## src/rtl/clk_en_monitor.sv

```systemverilog
// clk_en_monitor: runtime checker for a single-cycle clock-enable strobe.
// Measures the sys_clk period between pclk_en pulses, declares lock after
// LOCK_CNT consecutive correct periods, and records loss-of-lock events in a
// sticky fault flag and a saturating error counter.
// Optional feature macro: CLK_EN_MON_IRQ_EN adds a 1-cycle irq pulse on every
// loss-of-lock event.
module clk_en_monitor #(
    parameter int PERIOD   = 4,
    parameter int LOCK_CNT = 4,
    parameter int ERR_W    = 8,
    localparam int TMO     = 2 * PERIOD,
    localparam int CNT_W   = $clog2(2 * PERIOD + 1)
) (
    input  logic             sys_clk,
    input  logic             rst_n,
    input  logic             mon_en,
    input  logic             pclk_en,
    input  logic             err_clr,
    output logic             locked,
    output logic             fault,
    output logic [ERR_W-1:0] err_cnt,
`ifdef CLK_EN_MON_IRQ_EN
    output logic             irq,
`endif
    output logic [CNT_W-1:0] last_period
);

    localparam int GOOD_W = $clog2(LOCK_CNT + 1);

    localparam logic [CNT_W-1:0]  PERIOD_C = CNT_W'(PERIOD);
    localparam logic [CNT_W-1:0]  TMO_C    = CNT_W'(TMO);
    localparam logic [CNT_W-1:0]  TMO_M1   = CNT_W'(TMO - 1);
    localparam logic [CNT_W-1:0]  CNT_ONE  = CNT_W'(1);
    localparam logic [GOOD_W-1:0] LOCK_C   = GOOD_W'(LOCK_CNT);
    localparam logic [GOOD_W-1:0] LOCK_M1  = GOOD_W'(LOCK_CNT - 1);
    localparam logic [GOOD_W-1:0] GOOD_ONE = GOOD_W'(1);
    localparam logic [ERR_W-1:0]  ERR_ONE  = ERR_W'(1);
    localparam logic [ERR_W-1:0]  ERR_MAX  = '1;

    typedef enum logic [1:0] {
        IDLE   = 2'd0,
        ACQ    = 2'd1,
        CHECK  = 2'd2,
        LOCKED = 2'd3
    } state_t;

    state_t            state;
    logic [CNT_W-1:0]  cnt;
    logic [GOOD_W-1:0] good;

    logic ev_timeout;
    logic ev_good;
    logic ev_bad;

    // Classify the current cycle: a correctly spaced strobe, a wrongly spaced
    // strobe, or the single cycle where the counter runs into the timeout.
    always_comb begin
        ev_timeout = !pclk_en && (cnt == TMO_M1);
        ev_good    = pclk_en && (cnt == PERIOD_C);
        ev_bad     = (pclk_en && (cnt != PERIOD_C)) || ev_timeout;
    end

    // Monitor state machine with period counter, lock tracking and error log.
    always_ff @(posedge sys_clk or negedge rst_n) begin
        if (!rst_n) begin
            state       <= IDLE;
            cnt         <= '0;
            good        <= '0;
            locked      <= 1'b0;
            fault       <= 1'b0;
            err_cnt     <= '0;
            last_period <= '0;
`ifdef CLK_EN_MON_IRQ_EN
            irq         <= 1'b0;
`endif
        end else begin
`ifdef CLK_EN_MON_IRQ_EN
            irq <= 1'b0;
`endif
            if (err_clr) begin
                fault   <= 1'b0;
                err_cnt <= '0;
            end
            if (!mon_en) begin
                state  <= IDLE;
                cnt    <= '0;
                good   <= '0;
                locked <= 1'b0;
            end else begin
                case (state)
                    IDLE: begin
                        state <= ACQ;
                    end
                    ACQ: begin
                        if (pclk_en) begin
                            cnt   <= CNT_ONE;
                            good  <= '0;
                            state <= CHECK;
                        end
                    end
                    CHECK, LOCKED: begin
                        if (pclk_en) begin
                            last_period <= cnt;
                            cnt         <= CNT_ONE;
                        end else if (cnt != TMO_C) begin
                            cnt <= cnt + CNT_ONE;
                            if (ev_timeout) begin
                                last_period <= TMO_C;
                            end
                        end
                        if (state == CHECK) begin
                            if (ev_good) begin
                                if (good == LOCK_M1) begin
                                    good   <= LOCK_C;
                                    state  <= LOCKED;
                                    locked <= 1'b1;
                                end else begin
                                    good <= good + GOOD_ONE;
                                end
                            end else if (ev_bad) begin
                                good <= '0;
                            end
                        end else if (ev_bad) begin
                            state  <= CHECK;
                            good   <= '0;
                            locked <= 1'b0;
                            fault  <= 1'b1;
                            if (err_clr) begin
                                err_cnt <= ERR_ONE;
                            end else if (err_cnt != ERR_MAX) begin
                                err_cnt <= err_cnt + ERR_ONE;
                            end
`ifdef CLK_EN_MON_IRQ_EN
                            irq <= 1'b1;
`endif
                        end
                    end
                    default: begin
                        state <= IDLE;
                    end
                endcase
            end
        end
    end

endmodule
```

## config.mk

```make
export PLATFORM = sky130hd
export DESIGN_NAME = clk_en_monitor
export DESIGN_NICKNAME = d
export VERILOG_FILES = /design/src/rtl/clk_en_monitor.sv
export SDC_FILE = /design/constraint.sdc
export NUM_CORES = 1
export LEC_CHECK = 0
export ABC_AREA = 1
export BUFFER_PORTS_ARGS = -buffer_cell sky130_fd_sc_hd__buf_2
export CAP_MARGIN = 20
export CORE_MARGIN = 2
export CORE_UTILIZATION = 40
export DETAILED_ROUTE_END_ITERATION = 12
export PLACE_DENSITY = 0.61
export SYNTH_ARGS = -nofsm -noshare
export SYNTH_HDL_FRONTEND = slang
export SYNTH_SLANG_ARGS = --single-unit
```

## constraint.sdc

```tcl
create_clock -name sys_clk -period 2.1 [get_ports sys_clk]
set_clock_uncertainty 0.1 [all_clocks]
set_input_delay 0.42 -clock sys_clk [delete_from_list [all_inputs] [get_ports sys_clk]]
set_output_delay 0.42 -clock sys_clk [all_outputs]
set_load 0.02 [all_outputs]
```

==> results.yml, run 1 <==
floorplanning:
  coreArea_um2: 3128
  die_y_um: 61.83
  die_w_um: 61.83
  dieArea_um2: 3822
  initial_utilization_pct: 42.76
  rows: 20
  io_pins: 19
power:
  vdd_drop_max_v: 0.0002058
  power_density_nw_per_um2: 545.3
  leakagePower_nw: 0.7995
  p_total_mw: 0.8289
run:
  maxCapViolations: 0
critical_path:
  reg2regPathDepth: 9
  endpoint: "err_cnt[5]"
  reg2reg_from: "err_cnt[0]"
  criticalPathCategory: "flip-flop to flip-flop"
  rr_endpoint: "err_cnt[5]"
  r2r_slack_ns: 0.39
  critPathMaxFanout: 6
  cp-start-kind: "flip-flop"
  worstPathArrival_ns: 1.83
  crit_path_start: "err_cnt[0]"
  endpoint_kind: "flip-flop"
  cp_data_required_time_ns: 2.22
synth:
  ys_seq_area_share_pct: 43.03
  yosysTopAreaCellShare_pct: 43.03
  ys_top_cells_by_count: "nand2_1 (49), nor2_1 (25), dfrtp_1 (23), inv_1 (19), nand3_1 (18)"
  netlist.top_cell.by_area: "dfrtp_1"
  synth_area_um2: 1338
  synth.most_common_cell: "nand2_1"
  ys.flop_type: "dfrtp_1"
  async_flop_share_pct: 100.0
  synth-seq-cells: 23
  syn-num-nets: 190
  ys_types: 23
  synth_edf_count: 0
  syn_inst: 180
  synth_area_leaders: "dfrtp_1 (43%), nand2_1 (14%), nor2_1 (7.0%), nand3_1 (6.7%), inv_1 (5.3%)"
  ys_warn_count: 0
  avgSynthCellArea_um2: 7.431
clock_network:
  post_cts.repair.setup_buffers: 0
  cts_root_buffer: "clkbuf_4"
  cts_max_level: 1
  clock-sinks: 23
  cts-buffers-inserted: 3
  clockBufferDepth: 2
  cts_tree: "built"
  cts.clk_slew.worst_paths_ns: 0.15
  clkLatencyLatePin_ns: 0.33
detailed_routing:
  viasPerCell: 4.895
  wl_um: 2719
  drc: 0
  dr.first_iter.drc_count: 88
  via_count: 1209
  ant_nets: 0
  drtPass1Iterations: 4
  wl_per_cell_um: 11.01
placed_design:
  pre_cts_slack_ns: 0.4337
  gp_congestion: 0.8416
  dp_hpwl_um: 2096
  portBuffers: 18
grt:
  grt_overflow: 0
  grt_max_degree: 24
  grt_pass1_wl_um: 4726
  grt_pass1_vias: 1105
  antenna_found_initial: 0
  grtUsageTotal_pct: 16.62
sta:
  tightest_slew_ns: 0.5165
  max_freq_mhz: 585.4
  max_slew_margin_pct: 65.57
  finalHoldViolCount: 0
  tns_ns: 0
  setup_viol: 0
  grt_setup_unrepaired: "no"
  holdWs_ns: 0.2917
  finalCritPeriodShare_pct: 81.34
  finalWorstSetupSlack_ns: 0.3919
  final_max_slew_viol_count: 0
  finalCriticalPeriod_ns: 1.708
cells_and_area:
  num-fill-cells: 335
  area_growth_pct: 13.66
  diodes: 0
  nets: 214
  drive_gt1_share_pct: 18.23
worst_hold_path:
  hp-class: "primary input to flip-flop"
run_status:
  status: "complete, no violations"
[report_power, final]
group          internal (mW)  total [mW]  switching, mW
logic                 0.0415       0.133         0.0917
clock network         0.0715       0.218          0.147
registers              0.462       0.477         0.0155
total                  0.575       0.829          0.254
[critical path: stages, from the launching register on]
cell and delay [ns]:
dfrtp_1 0.44, ha_1 0.23, nand2_1 0.14, nor2_1 0.06, nand2_1 0.18, nand2_2 0.09, nor2_4 0.17, nand3_1 0.08
nand2_1 0.06, nor2_1 0.04
[cell usage in the layout (no fill, tap or decap), drive strengths merged]
| cell type | n |
|---|---|
| and2 | 1 |
| buf | 18 |
| nand3 | 19 |
| ha | 5 |
| o31ai | 1 |
| nand2 | 53 |
| dfrtp | 23 |
| a21oi | 5 |
| xor2 | 1 |
| nor2 | 29 |
| inv | 23 |
| clkinv | 2 |
| dlygate4sd3 | 1 |
| nand3b | 1 |
| nor3 | 3 |
| o21ai | 10 |
| clkbuf | 3 |
| nand4 | 5 |
[stage by stage]
stage	instance area (µm²)	utilization, %	cells
global route	1520	48.60	247
finish	1520	48.60	247
global placement	1483	47.40	242
CTS	1520	48.60	247
detailed placement	1483	47.40	242
floorplan	1338	-	180
[how the worst min path moves through the flow]
stage,start,to,slack [ns],cells past startpoint
after floorplan,rst_n,cnt[0],0.02,0
after global placement,rst_n,err_cnt[0],0.32,1
after detailed placement,rst_n,err_cnt[0],0.33,1
after CTS,mon_en,state[0],0.29,3
after global routing,mon_en,state[0],0.31,3
final,pclk_en,last_period[0],0.29,3
[cells by family (layout without fill, tap and decap cells)]
kind of cell	count (synthesis)	count (layout)	share of synthesized area [%]
flip-flops	23	23	43.03
XOR/XNOR	1	1	0.6549
adder cells (fa/ha/maj)	5	5	4.677
AO/OA/AOI/OAI	16	16	6.736
AND/OR/NAND/NOR	111	111	38.17
buffers and inverters	24	47	6.735
[registers in the layout, indices dropped and copies added (netlist names)]
signal,count
err_cnt,8
cnt,4
last_period,4
good,3
state,2
fault,1
locked,1
[area by class of cell]
cell class | count | area, µm² | area share, %
clock buffers | 3 | 22.52 | 1.481
clock inverters | 1 | 5.005 | 0.3292
inverters | 24 | 90.09 | 5.926
multi-input cells | 133 | 671.9 | 44.20
flip-flops and latches | 23 | 575.6 | 37.86
well taps | 44 | 55.05 | 3.621
repair buffers | 19 | 100.1 | 6.584
[timing repair]
| action | CTS | global route |
|---|---|---|
| hold buffers | 1 | 0 |
| endpoints found under the hold margin | 23 | 0 |
| resized for setup | 0 | 0 |
[metal layers]
metal | global-route usage [%] | vias to the layer above | routed length (µm)
li1 | - | 621 | -
met1 | 21.39 | 560 | 1305
met2 | 27.22 | 23 | 1274
met3 | 3.106 | 5 | 92
met4 | 7.295 | 0 | 47
met5 | 0 | - | 0
Power figures use the tool's default switching activity.
==> run 2: changes to the inputs <==
Settings changed: PLACE_DENSITY 0.61 to 0.63.
Clock period 2.1 ns to 1.5 ns, I/O delays scaled along.
==> results.yml, run 2 (same netlist as run 1, synthesis figures left out) <==
critical_path:
  reg2regPathDepth: 10
  critPathMaxFanout: 6
  endpoint: "err_cnt[7]"
  cp_data_required_time_ns: 1.61
  criticalPathCategory: "flip-flop to flip-flop"
  reg2reg_from: "cnt[0]"
  crit_path_start: "cnt[0]"
  cp-start-kind: "flip-flop"
  r2r_slack_ns: -0.03
  cpPeakStageDelay_ns: 0.42
  cp_slowest_cell: "dfrtp_1"
  cp_cell_sequence: "inv_2 -> ha_4 -> nand2_2 -> inv_2 -> nand2_4 -> nand3_4 -> nor2_4 -> nand3_2 -> nand2_2 -> nor2_1"
  endpoint_kind: "flip-flop"
  rr_endpoint: "err_cnt[7]"
  worstPathArrival_ns: 1.65
placed_design:
  portBuffers: 18
  pre_cts_slack_ns: -0.1113
  gp_congestion: 0.8475
  dp_hpwl_um: 2255
cells_and_area:
  nets: 239
  diodes: 0
  multiInputGateArea_um2: 754.5
  num-fill-cells: 290
  layout_commonest_cell: "nand2_1"
  seq_area_um2: 579.3
  drive_gt1_share_pct: 38.60
  largest_registers: "err_cnt (8), cnt (4), last_period (4)"
  area_growth_pct: 34.89
  mostFrequentLayoutCells: "nand2_1 (39), nor2_1 (24), buf_4 (23), dfrtp_1 (20), buf_2 (18)"
  largest_reg_flops: 8
  top_register: "err_cnt"
  fin_util_pct: 57.68
power:
  power_density_nw_per_um2: 676.2
  seqPwrFrac_pct: 54.8
  vdd_drop_max_v: 0.0002905
  p_comb_share_pct: 21.6
  cellInternalPower_mw: 0.8567
  p_sw_share_pct: 29.78
  p_sw_mw: 0.3633
  leakagePower_nw: 0.9283
  clockPowerShare_pct: 23.6
run_status:
  violations: "setup timing"
  status: "complete, but fails checks"
sta:
  tightest_slew_ns: 0.5243
  max_slew_margin_pct: 65.04
  setup_viol: 9
  final_max_slew_viol_count: 0
  finalCriticalPeriod_ns: 1.535
  finalCritPeriodShare_pct: 102.3
  finalHoldViolCount: 0
  finalWorstSetupSlack_ns: -0.03489
  grt_setup_unrepaired: "yes"
  max_freq_mhz: 651.5
detailed_routing:
  dr.first_iter.drc_count: 32
  wl_per_cell_um: 11.17
  drc: 0
  via_count: 1314
  ant_nets: 0
  drtPass1Iterations: 4
  viasPerCell: 4.831
  wl_um: 3038
clock_network:
  cts.clk_slew.worst_paths_ns: 0.13
  clkLatencyLatePin_ns: 0.31
  clockBufferDepth: 2
  cts_root_buffer: "clkbuf_4"
  clock-sinks: 23
  cts_max_level: 1
  cts_tree: "built"
  cts-buffers-inserted: 3
grt:
  grt_max_degree: 24
  grt_pass1_wl_um: 5050
  grtUsageTotal_pct: 17.56
  antenna_found_initial: 0
  grt_overflow: 0
  grt_pass1_vias: 1242
floorplanning:
  coreArea_um2: 3128
  die_w_um: 61.83
  rows: 20
  initial_utilization_pct: 42.76
  die_y_um: 61.83
  io_pins: 19
  dieArea_um2: 3822
worst_hold_path:
  hp-class: "primary input to flip-flop"
run:
  maxCapViolations: 0
-- run 2: cell count changes in the layout (fill, tap and decap cells not counted), sizes merged --
cell,change
buf,+25
-- run 2: through the flow --
stage	instances	instance area (µm²)	hold WS [ns]	TNS [ns]	power [mW]
floorplan	180	1348	-0.09559	0	0.8008
global route	272	1804	0.1588	-1.502	1.300
detailed placement	256	1598	0.2083	-0.7864	0.8944
finish	272	1804	0.1725	-0.2033	1.220
global placement	256	1598	0.2024	-0.1492	0.8905
CTS	267	1724	0.1609	-0.1382	1.216
-- run 2: final cells by class --
| cell class | instances | share of cell area (%) |
|---|---|---|
| Clock buffer | 3 | 1.248 |
| Tap cell | 44 | 3.051 |
| Multi-Input combinational cell | 133 | 41.82 |
| Inverter | 24 | 5.132 |
| Timing Repair Buffer | 44 | 16.37 |
| Sequential cell | 23 | 32.11 |
| Clock inverter | 1 | 0.2774 |
-- run 2: critical path, delay by kind of cell, from the launching register on --
family / cells / cell delay, ns
buffers and inverters: 2 / 0.11
adder cells (fa/ha/maj): 1 / 0.16
AND/OR/NAND/NOR: 7 / 0.64
flip-flops: 1 / 0.42
-- run 2: worst min path at each step --
stage	cells after the start	end	from
6_report	3	state[0]	mon_en
4_1_cts	3	state[0]	mon_en
5_1_grt	3	state[0]	mon_en
3_3_place_gp	1	last_period[0]	rst_n
2_1_floorplan	0	cnt[0]	rst_n
3_5_place_dp	1	last_period[1]	rst_n
-- run 2: timing repair --
item,in CTS,in global routing
hold endpoints to repair,23,0
gates resized for setup,13,16
pin swaps,7,17
hold buffers,1,0
setup buffers,6,5
setup endpoints to repair,15,20
-- run 2: metal layers --
metal | track usage, % | wire, µm | up-vias
met1 | 21.13 | 1414 | 617
met3 | 2.692 | 69 | 4
met5 | 0 | 0 | -
met2 | 31.13 | 1527 | 17
li1 | - | - | 676
met4 | 7.295 | 25 | 0
-- run 2: power groups by stage --
stage | Combinational, mW | Clock (mW) | Sequential (mW)
4_1_cts | 0.241 | 0.307 | 0.668
5_1_grt | 0.295 | 0.332 | 0.673
3_3_place_gp | 0.212 | 0 | 0.678
2_1_floorplan | 0.101 | 0 | 0.700
3_5_place_dp | 0.215 | 0 | 0.679
6_report | 0.263 | 0.288 | 0.669
==> run 3: changes to the inputs <==
Settings changed: SETUP_SLACK_MARGIN set to 0.4.
==> results.yml, run 3 (same netlist as run 1, synthesis figures left out) <==
floorplanning:
  die_y_um: 61.83
  coreArea_um2: 3128
  dieArea_um2: 3822
  rows: 20
  io_pins: 19
  initial_utilization_pct: 42.76
  die_w_um: 61.83
detailed_routing:
  viasPerCell: 5.007
  ant_nets: 0
  wl_per_cell_um: 12.63
  drtPass1Iterations: 5
  dr.first_iter.drc_count: 97
  drc: 0
  via_count: 1382
  wl_um: 3485
power:
  p_total_mw: 1.314
  power_density_nw_per_um2: 655.8
  seqPwrFrac_pct: 51.0
  p_sw_share_pct: 31.27
  cellInternalPower_mw: 0.9035
  p_comb_share_pct: 25.3
  leakagePower_nw: 1.002
  p_sw_mw: 0.4110
  clockPowerShare_pct: 23.7
  vdd_drop_max_v: 0.0002889
cells_and_area:
  nets: 243
  layout_commonest_cell: "nand2_1"
  multiInputGateArea_um2: 812.0
  largest_registers: "err_cnt (8), cnt (4), last_period (4)"
  seq_area_um2: 580.6
  num-fill-cells: 263
  diodes: 0
  area_growth_pct: 49.86
  largest_reg_flops: 8
  mostFrequentLayoutCells: "nand2_1 (40), buf_4 (22), buf_6 (21), nor2_1 (20), dfrtp_1 (19)"
  top_register: "err_cnt"
  drive_gt1_share_pct: 42.67
sta:
  setup_viol: 8
  finalWorstSetupSlack_ns: -0.07517
  final_max_slew_viol_count: 0
  tightest_slew_ns: 0.3414
  finalCritPeriodShare_pct: 105.0
  grt_setup_unrepaired: "yes"
  finalCriticalPeriod_ns: 1.575
  tns_ns: -0.3588
  max_freq_mhz: 634.9
  max_slew_margin_pct: 77.24
  finalHoldViolCount: 0
worst_hold_path:
  hp-class: "primary input to flip-flop"
critical_path:
  r2r_slack_ns: -0.08
  critPathMaxFanout: 6
  cp-start-kind: "flip-flop"
  criticalPathCategory: "flip-flop to flip-flop"
  endpoint_kind: "flip-flop"
  worstPathArrival_ns: 1.72
  cp_data_required_time_ns: 1.64
clock_network:
  cts.clk_slew.worst_paths_ns: 0.14
  clockBufferDepth: 2
  clock-sinks: 23
  cts-buffers-inserted: 3
  cts_tree: "built"
  cts_max_level: 1
  cts_root_buffer: "clkbuf_4"
  clkLatencyLatePin_ns: 0.33
placed_design:
  portBuffers: 18
  gp_congestion: 0.8487
  pre_cts_slack_ns: -0.05221
  dp_hpwl_um: 2255
grt:
  grtUsageTotal_pct: 20.55
  antenna_found_initial: 0
  grt_pass1_vias: 1387
  grt_overflow: 0
  grt_max_degree: 24
  grt_pass1_wl_um: 5809
run_status:
  violations: "setup timing"
  status: "complete, but fails checks"
run:
  maxCapViolations: 0
run 3: layout make-up:
cell class,instances,share of cell area (%)
multi-input combinational,133,40.51
clock buffer,3,1.124
sequential,23,28.96
timing repair buffer,48,21.66
clock inverter,1,0.2497
tap,44,2.747
inverter,24,4.744
run 3: metal layers:
layer	wire length, µm	GRT usage [%]	vias to the layer above
met5	0	0	-
met4	48	8.207	0
met3	120	3.520	5
met2	1871	37.44	33
met1	1444	23.77	658
li1	-	-	686
run 3: path summary, 6_finish.rpt:
kind,from,endpoint,cells after the start
worst max-delay path,cnt[0],err_cnt[7],10
worst min-delay path,mon_en,state[0],3
worst max register to register,cnt[0],err_cnt[7],10
worst min register to register,good[1],good[1],2
max in group asynchronous,rst_n,err_cnt[0],2
min in group asynchronous,rst_n,err_cnt[2],2
run 3: timing repair:
item / in CTS / in global routing
pin swaps: 12 / 10
hold endpoints to repair: 23 / 0
hold buffers: 1 / 0
endpoints found under the setup margin: 37 / 38
resized for setup: 50 / 14
buffers inserted: 17 / 5
run 3: through the flow:
stage | instances | hold WS, ns | area [µm²] | util [%]
6_report | 276 | 0.1782 | 2004 | 64.08
5_1_grt | 276 | 0.1788 | 2004 | 64.08
4_1_cts | 271 | 0.1526 | 1919 | 61.36
3_5_place_dp | 249 | 0.2170 | 1585 | 50.68
3_3_place_gp | 249 | 0.2046 | 1585 | 50.68
2_1_floorplan | 180 | -0.09559 | 1388 | -
run 3: power groups by stage:
stage	Combinational (mW)	Sequential (mW)	Clock (mW)
floorplan	0.109	0.703	0
global placement	0.213	0.682	0
detailed placement	0.216	0.683	0
CTS	0.292	0.672	0.312
global route	0.364	0.675	0.343
finish	0.332	0.671	0.311
run 3: worst max-delay path, stage by stage (launching register included):
cell	delay, ns
dfrtp_1	0.41
inv_2	0.07
ha_4	0.16
nand2_2	0.07
inv_2	0.04
nand2_4	0.09
nand3_4	0.11
nor2_4	0.22
nand3_2	0.09
nand2_1	0.06
nor2_1	0.05
